## src/rtl/bram_gather_if.sv

```systemverilog
// rtl/bram_gather_if.sv - start/result handshake and BRAM read port bundle for bram_gather; abort_i exists only with BRAM_GATHER_ABORT_EN
interface bram_gather_if #(
    parameter int ADDRESS_WIDTH   = 13,
    parameter int BRAM_DATA_WIDTH = 32,
    parameter int DATA_OUT_WIDTH  = 512
);
    logic                       start_i;
    logic                       busy_o;
    logic                       valid_o;
    logic [DATA_OUT_WIDTH-1:0]  data_o;
    logic [ADDRESS_WIDTH-1:0]   bram_addr;
    logic                       bram_en;
    logic [3:0]                 bram_we;
    logic [BRAM_DATA_WIDTH-1:0] bram_data_out;

`ifdef BRAM_GATHER_ABORT_EN
    logic                       abort_i;

    modport slave (
        input  start_i, abort_i, bram_data_out,
        output busy_o, valid_o, data_o, bram_addr, bram_en, bram_we
    );
    modport master (
        output start_i, abort_i, bram_data_out,
        input  busy_o, valid_o, data_o, bram_addr, bram_en, bram_we
    );
`else
    modport slave (
        input  start_i, bram_data_out,
        output busy_o, valid_o, data_o, bram_addr, bram_en, bram_we
    );
    modport master (
        output start_i, bram_data_out,
        input  busy_o, valid_o, data_o, bram_addr, bram_en, bram_we
    );
`endif
endinterface

```

## src/rtl/bram_gather.sv

```systemverilog
// rtl/bram_gather.sv - gathers N consecutive BRAM words into one wide result; optional abort with BRAM_GATHER_ABORT_EN
module bram_gather #(
    parameter int          ADDRESS_WIDTH   = 13,
    parameter int          BRAM_DATA_WIDTH = 32,
    parameter int          DATA_OUT_WIDTH  = 512,
    parameter int unsigned BASE_ADDRESS    = 5,
    parameter int          READ_LATENCY    = 1
) (
    input  logic         clk_i,
    input  logic         rst_i,
    bram_gather_if.slave bus
);
    localparam int N  = DATA_OUT_WIDTH / BRAM_DATA_WIDTH;
    localparam int CW = $clog2(N) + 1;
    localparam logic [ADDRESS_WIDTH-1:0] BASE   = ADDRESS_WIDTH'(BASE_ADDRESS);
    localparam logic [CW-1:0]            LAST   = CW'(N - 1);
    localparam logic [CW-1:0]            NWORDS = CW'(N);

    typedef enum logic [1:0] {IDLE, ISSUE, DRAIN} state_t;

    state_t                     state, state_next;
    logic                       busy_q, busy_next;
    logic                       valid_q, valid_next;
    logic                       en_q, en_next;
    logic [ADDRESS_WIDTH-1:0]   addr_q, addr_next;
    logic [DATA_OUT_WIDTH-1:0]  data_q, data_next;
    logic [DATA_OUT_WIDTH-1:0]  asm_q, asm_shift;
    logic [CW-1:0]              issue_cnt, issue_next;
    logic [CW-1:0]              cap_cnt, cap_inc;
    logic [READ_LATENCY:0]      tag_q;
    logic                       capture;
    logic                       start_accept;
    logic                       abort;

`ifdef BRAM_GATHER_ABORT_EN
    assign abort = bus.abort_i;
`else
    assign abort = 1'b0;
`endif

    assign capture   = tag_q[READ_LATENCY];
    assign cap_inc   = cap_cnt + CW'(1);
    // New word enters at the MSB end so the lowest address ends up in the LSBs.
    assign asm_shift = (asm_q >> BRAM_DATA_WIDTH)
                     | (DATA_OUT_WIDTH'(bus.bram_data_out) << (DATA_OUT_WIDTH - BRAM_DATA_WIDTH));

    always_comb begin
        state_next   = state;
        busy_next    = busy_q;
        valid_next   = 1'b0;
        en_next      = 1'b0;
        addr_next    = addr_q;
        data_next    = data_q;
        issue_next   = issue_cnt;
        start_accept = 1'b0;
        case (state)
            IDLE: begin
                if (bus.start_i) begin
                    start_accept = 1'b1;
                    state_next   = ISSUE;
                    busy_next    = 1'b1;
                    en_next      = 1'b1;
                    addr_next    = BASE;
                    issue_next   = '0;
                end
            end
            ISSUE: begin
                issue_next = issue_cnt + CW'(1);
                if (issue_cnt == LAST) begin
                    state_next = DRAIN;
                end else begin
                    en_next   = 1'b1;
                    addr_next = addr_q + ADDRESS_WIDTH'(1);
                end
            end
            DRAIN: begin
                // Finish on the edge that captures the last word, not one edge later.
                if (capture && cap_inc == NWORDS) begin
                    data_next  = asm_shift;
                    valid_next = 1'b1;
                    busy_next  = 1'b0;
                    state_next = IDLE;
                end
            end
            default: state_next = IDLE;
        endcase
        if (abort) begin
            state_next   = IDLE;
            busy_next    = 1'b0;
            valid_next   = 1'b0;
            en_next      = 1'b0;
            addr_next    = BASE;
            data_next    = data_q;
            start_accept = 1'b0;
        end
    end

    always_ff @(posedge clk_i or posedge rst_i) begin
        if (rst_i) begin
            state     <= IDLE;
            busy_q    <= 1'b0;
            valid_q   <= 1'b0;
            en_q      <= 1'b0;
            addr_q    <= BASE;
            data_q    <= '0;
            asm_q     <= '0;
            issue_cnt <= '0;
            cap_cnt   <= '0;
            tag_q     <= '0;
        end else begin
            state     <= state_next;
            busy_q    <= busy_next;
            valid_q   <= valid_next;
            en_q      <= en_next;
            addr_q    <= addr_next;
            data_q    <= data_next;
            issue_cnt <= issue_next;
            if (abort) begin
                tag_q   <= '0;
                cap_cnt <= '0;
            end else begin
                tag_q <= {tag_q[READ_LATENCY-1:0], en_next};
                if (start_accept) begin
                    cap_cnt <= '0;
                end else if (capture) begin
                    cap_cnt <= cap_inc;
                end
                if (capture) begin
                    asm_q <= asm_shift;
                end
            end
        end
    end

    assign bus.busy_o    = busy_q;
    assign bus.valid_o   = valid_q;
    assign bus.data_o    = data_q;
    assign bus.bram_addr = addr_q;
    assign bus.bram_en   = en_q;
    assign bus.bram_we   = 4'b0000;
endmodule

```

## src/flat_wrapper.sv

```systemverilog
// flat-port wrapper written by rule: the top's interface ports become plain ports
module bram_gather_flat 
#(
    parameter int          ADDRESS_WIDTH   = 13,
    parameter int          BRAM_DATA_WIDTH = 32,
    parameter int          DATA_OUT_WIDTH  = 512,
    parameter int unsigned BASE_ADDRESS    = 5,
    parameter int          READ_LATENCY    = 1
)
  (clk_i, rst_i, bus_start_i, bus_bram_data_out, bus_busy_o, bus_valid_o, bus_data_o, bus_bram_addr, bus_bram_en, bus_bram_we);
  bram_gather_if #(.ADDRESS_WIDTH(ADDRESS_WIDTH), .BRAM_DATA_WIDTH(BRAM_DATA_WIDTH), .DATA_OUT_WIDTH(DATA_OUT_WIDTH)) bus_i ();
  input  logic clk_i;
  input  logic rst_i;
  input wire logic [$bits(bus_i.start_i)-1:0] bus_start_i;
  input wire logic [$bits(bus_i.bram_data_out)-1:0] bus_bram_data_out;
  output wire logic [$bits(bus_i.busy_o)-1:0] bus_busy_o;
  output wire logic [$bits(bus_i.valid_o)-1:0] bus_valid_o;
  output wire logic [$bits(bus_i.data_o)-1:0] bus_data_o;
  output wire logic [$bits(bus_i.bram_addr)-1:0] bus_bram_addr;
  output wire logic [$bits(bus_i.bram_en)-1:0] bus_bram_en;
  output wire logic [$bits(bus_i.bram_we)-1:0] bus_bram_we;
  assign bus_i.start_i = bus_start_i;
  assign bus_i.bram_data_out = bus_bram_data_out;
  assign bus_busy_o = bus_i.busy_o;
  assign bus_valid_o = bus_i.valid_o;
  assign bus_data_o = bus_i.data_o;
  assign bus_bram_addr = bus_i.bram_addr;
  assign bus_bram_en = bus_i.bram_en;
  assign bus_bram_we = bus_i.bram_we;
  bram_gather #(.ADDRESS_WIDTH(ADDRESS_WIDTH), .BRAM_DATA_WIDTH(BRAM_DATA_WIDTH), .DATA_OUT_WIDTH(DATA_OUT_WIDTH), .BASE_ADDRESS(BASE_ADDRESS), .READ_LATENCY(READ_LATENCY)) u_core (.clk_i(clk_i), .rst_i(rst_i), .bus(bus_i));
endmodule
```

## config.mk

```make
export PLATFORM = sky130hd
export DESIGN_NAME = bram_gather_flat
export DESIGN_NICKNAME = d
export VERILOG_FILES = /design/src/rtl/bram_gather_if.sv /design/src/rtl/bram_gather.sv /design/src/flat_wrapper.sv
export SDC_FILE = /design/constraint.sdc
export NUM_CORES = 2
export LEC_CHECK = 0
export ABC_AREA = 1
export BUFFER_PORTS_ARGS = -buffer_cell sky130_fd_sc_hd__buf_2
export CAP_MARGIN = 15
export CORE_MARGIN = 2
export CORE_UTILIZATION = 38
export CTS_CLUSTER_SIZE = 20
export DETAILED_ROUTE_END_ITERATION = 8
export GPL_ROUTABILITY_DRIVEN = 0
export GPL_TIMING_DRIVEN = 0
export SLEW_MARGIN = 15
export SYNTH_ARGS = -nofsm -noshare
export SYNTH_HDL_FRONTEND = slang
export SYNTH_SLANG_ARGS = --single-unit
```

## constraint.sdc

```tcl
create_clock -name clk_i -period 42 [get_ports clk_i]
set_clock_uncertainty 0.1 [all_clocks]
set_input_delay 10.5 -clock clk_i [delete_from_list [all_inputs] [get_ports clk_i]]
set_output_delay 10.5 -clock clk_i [all_outputs]
set_load 0.1 [all_outputs]
```

; After elaboration in Yosys (flattened, before gate mapping)
; Cells that the tools add are included.
[totals]
ff_bits = 1054
input_bits = 35
out_inout_bits = 532
[classes]
n_addsub = 3
n_eq_ne = 8
mux = 20
bitwise_logic = 1
n_reduce_logical = 10
[ops]
columns = cell, n
row1 = 480-bit by 512-bit OR with 512-bit output, 1
row2 = 13-bit two-way mux, 2
row3 = 13-bit one-hot mux with 2 select lines, 1
row4 = 5-bit two-way mux, 3
row5 = 13-bit by 1-bit adder with 13-bit output (second input constant), 1
row6 = 5-bit by 1-bit adder with 5-bit output (second input constant), 2
row7 = 5-bit one-hot mux with 2 select lines, 1
row8 = 3-bit AND reduction, 3
row9 = 1-bit two-way mux, 7
row10 = 2-bit two-way mux, 3
row11 = 2-bit one-hot mux with 3 select lines, 1
row12 = 2-bit nonzero test, 3
row13 = 5-bit by 4-bit equality test with 1-bit output (second input constant), 1
row14 = 5-bit equality test (second input constant), 1
row15 = 2-bit by 1-bit inequality test with 1-bit output (second input constant), 2
row16 = 2-bit inequality test (second input constant), 2
row17 = 1-bit one-hot mux with 2 select lines, 2
row18 = 2-bit AND reduction, 2
row19 = 2-bit by 1-bit equality test with 1-bit output (second input constant), 1
row20 = 2-bit equality test (second input constant), 1
row21 = 2-bit zero test, 1
row22 = 1-bit logical AND, 1

; Longest topological paths before layout
[logic_depth]
ltp_word = 5
depth_mapped = 12
mapped_depth_nobuf = 11

; Worst setup path after synthesis
; Ideal clock, no wire load.
[synth_path]
path_type = register -> output
start = register u_core.addr_q[6], in the netlist u_core.bus.bram_addr[6]
end = output port bus_bram_addr[6]
arrival_time_ns = 0.956
required_ns = 31.400
setup_slack_ns = 30.444
path_stages_with_launch = 1
cell_sequence = dfrtp_1
[synth_rtl]
columns = element, line_no
row1 = "start, declared", bram_gather.sv:25  ; logic [ADDRESS_WIDTH-1:0] addr_q, addr_next;
row2 = "start signal, assigned", bram_gather.sv:115  ; addr_q <= addr_next;
row3 = "end, declared", flat_wrapper.sv:19  ; output wire logic [$bits(bus_i.bram_addr)-1:0] bus_bram_addr;
; No word-level cell between the ends.

; Worst setup path in the final report
[layout_path]
start = register u_core.addr_q[0], in the netlist u_core.bus.bram_addr[0]
end = output port bus_bram_addr[0]
; No word-level cell between the ends.

==> impl_metrics.ini <==
[status]
status = completed

[routing]
drt-wirelength-per-cell_um = 20.7
drc_errors = 0
wl_um = 133000
ant_nets = 0
vias = 33200
initialDrtViolationCount = 2917
firstDrtPassIters = 7
vias_per_cell = 5.16

[clocking]
cts.sinks = 1021
cts_tree = yes
cts_made_buffers = 108
post_cts_buffers = 0
worstSkewPairLatency_ns = 0.70
cts_max_level = 3
cts_max_path_buffers = 3
postCtsHoldBufs = 0
cts.clk_slew.worst_paths_ns = 0.06
cts_root_buffer = clkbuf_16
post_cts_resized = 0

[finish]
design_area_mm2 = 0.0486
drive_above_1_share_pct = 18.3
n_fill_cell = 10300
num_antenna_cells = 0
nets = 5001
finalNonFillerCells = 6442
syn2layout_area_growth_pct = 21.5

[critical_path]
worst-r2r-cell-count = 5
critPathTopFamily = flip-flops
path_cells = buf_2
r2r_slack_ns = 38.99
path_class = flip-flop to output pin
max_stage_delay_ns = 0.60
crit_required_ns = 31.40
worstPathArrival_ns = 1.76
cp_max_fo = 8
r2r-start = u_core.state[0]
path_buf_inv = 1
end_kind = output pin
cp-start-kind = flip-flop
reg2reg_to = u_core.bus.data_o[184]
crit_path_top_delay_cell = dfstp_2

[floorplan]
start_util_pct = 38.2
fp-row-count = 119
coreArea_mm2 = 0.105
die-area_mm2 = 0.108
ios = 567
dieHeight_um = 328
fp.dieW_um = 328

[logic_synthesis]
synth.top_cell.area_share_pct = 63.7
yosysWarnings = 0
seq_area_frac_synth_pct = 63.9
synth_cell_types = 22
synth_area_leaders = dfrtp_1 (64%), nand2_1 (15%), nand4_1 (8.1%), o21ai_0 (5.8%), inv_1 (2.3%)
synthTopCellsByCount = nand2_1 (1624), dfrtp_1 (1019), nand4_1 (521)
synth_area_leader_cell = dfrtp_1
synthCells = 4276
synth_edf_count = 0
ys.flop_type = dfrtp_1
avgSynthCellArea_um2 = 9.36
async_flop_share_pct = 100
synth-seq-cells = 1021
yosysMostFrequentCell = nand2_1
synth_area_mm2 = 0.0400

[placed_design]
port_buffers = 562
place_inst = 6242
hpwl_um = 99900
placed_area_mm2 = 0.0449
pre_cts_slack_ns = 28.84

[power_and_ir_drop]
worst_ir_drop_vdd_mv = 0.0304
p_per_area_mw_per_mm2 = 43.0
leakagePower_uw = 0.0264

[global_route]
antenna_found_initial = 2
grt_pass1_wl_um = 201000
grt_pass1_vias = 32500
grt_max_degree = 113
globalRouteOverflowTotal = 0
grt_use_total_pct = 24.5

[timing]
setup_viol = 0
fin_crit_sh_pct = 29.4
fin_ws_ns = 29.64
timing.fmax_mhz = 80.9
final_max_slew_viol_count = 0
rsz0062_at_grt = no
hold_viol = 0
period_needed_ns = 12.36
max_slew.worst_pin.slew_ns = 1.03
slew_headroom_pct = 31.0

[min_path]
hold_end = u_core.bus.data_o[17]
holdPathStages = 2
min_path_type = flip-flop to flip-flop
hold_path.startpoint = u_core.bus.data_o[17]

[flow_run]
maxCapViolations = 0
cells in the final DEF, fill, tap and decap left out, types with 2 or more instances in the layout:
cell,count
inv_6,4
a21oi_1,7
buf_2,724
clkbuf_8,29
nand4_1,521
conb_1,4
buf_1,4
buf_4,4
o21ai_0,463
nor2_1,22
bufinv_16,12
clkinv_2,13
buf_16,10
ha_1,5
nand2_1,1624
buf_6,5
dfstp_2,2
nand3_1,18
clkbuf_1,190
dfrtp_1,1019
inv_1,246
a31oi_1,2
clkinvlp_4,6
clkbuf_16,110
per-layer routing:
| layer | vias up | global-route usage, % | share of wire, % |
|---|---|---|---|
| met5 | - | 0 | 0 |
| met4 | 0 | 7.94 | 2.9 |
| met3 | 199 | 4.63 | 6.4 |
| met2 | 1010 | 39.5 | 48 |
| met1 | 16600 | 33.3 | 43 |
| li1 | 15400 | - | - |
how the worst max path moves through the flow:
| stage | startpoint | endpoint | slack, ns | cells past startpoint |
|---|---|---|---|---|
| floorplan | rst_i | u_core.asm_q[100] | 2.67 | 1 |
| global placement | rst_i | u_core.bus.data_o[249] | -8.64 | 2 |
| detailed placement | rst_i | u_core.bus.data_o[264] | 28.84 | 6 |
| CTS | rst_i | u_core.bus.data_o[268] | 29.58 | 6 |
| global route | rst_i | u_core.bus.data_o[267] | 29.27 | 6 |
| finish | u_core.bus.bram_addr[0] | bus_bram_addr[0] | 29.64 | 1 |
state kept, by name, indices dropped and copies added (netlist names):
signal                flops
u_core.tag_q              2
u_core.bus.data_o       512
u_core.bus.busy_o         1
u_core.bus.valid_o        1
u_core.issue_cnt          5
u_core.state              2
u_core.cap_cnt            5
u_core.bus.bram_addr     13
u_core.asm_q            480
stage by stage:
| step | utilization [%] | TNS [ns] | hold slack (ns) | total power (µW) |
|---|---|---|---|---|
| 4_1_cts | 46.4 | 0 | 0.368 | 2110 |
| 6_report | 46.4 | 0 | 0.364 | 2090 |
| 2_1_floorplan | - | 0 | 0.354 | 1070 |
| 3_3_place_gp | 42.5 | -8623.26 | 0.352 | 1100 |
| 3_5_place_dp | 42.8 | 0 | 0.353 | 1100 |
| 5_1_grt | 46.4 | 0 | 0.383 | 2160 |
power breakdown:
part	internal (µW)	switching, µW	total (µW)
registers	1010	23.3	1030
logic	12.8	37.4	50.2
clock network	605	405	1010
total	1630	466	2090
final cells by class:
cell class | count | area [µm²] | area share, %
Tap cell | 1391 | 1740 | 3.58
Timing Repair Buffer | 572 | 3090 | 6.35
Buffer | 340 | 1530 | 3.15
Inverter | 247 | 935 | 1.92
Multi-Input combinational cell | 2671 | 12000 | 24.7
Sequential cell | 1021 | 25600 | 52.6
Clock inverter | 36 | 522 | 1.07
Clock buffer | 164 | 3250 | 6.68
kinds of logic after synthesis:
group	share of synthesized area, %
buffers and inverters	6.15
xor gates and xnor gates	0.0219
DFF	63.9
and+or+nand+nor	23.9
other	0.00937
adders and majority gates	0.156
AOI/OAI and AO/OA	5.93
No activity file was read; power rests on OpenSTA's default activity.
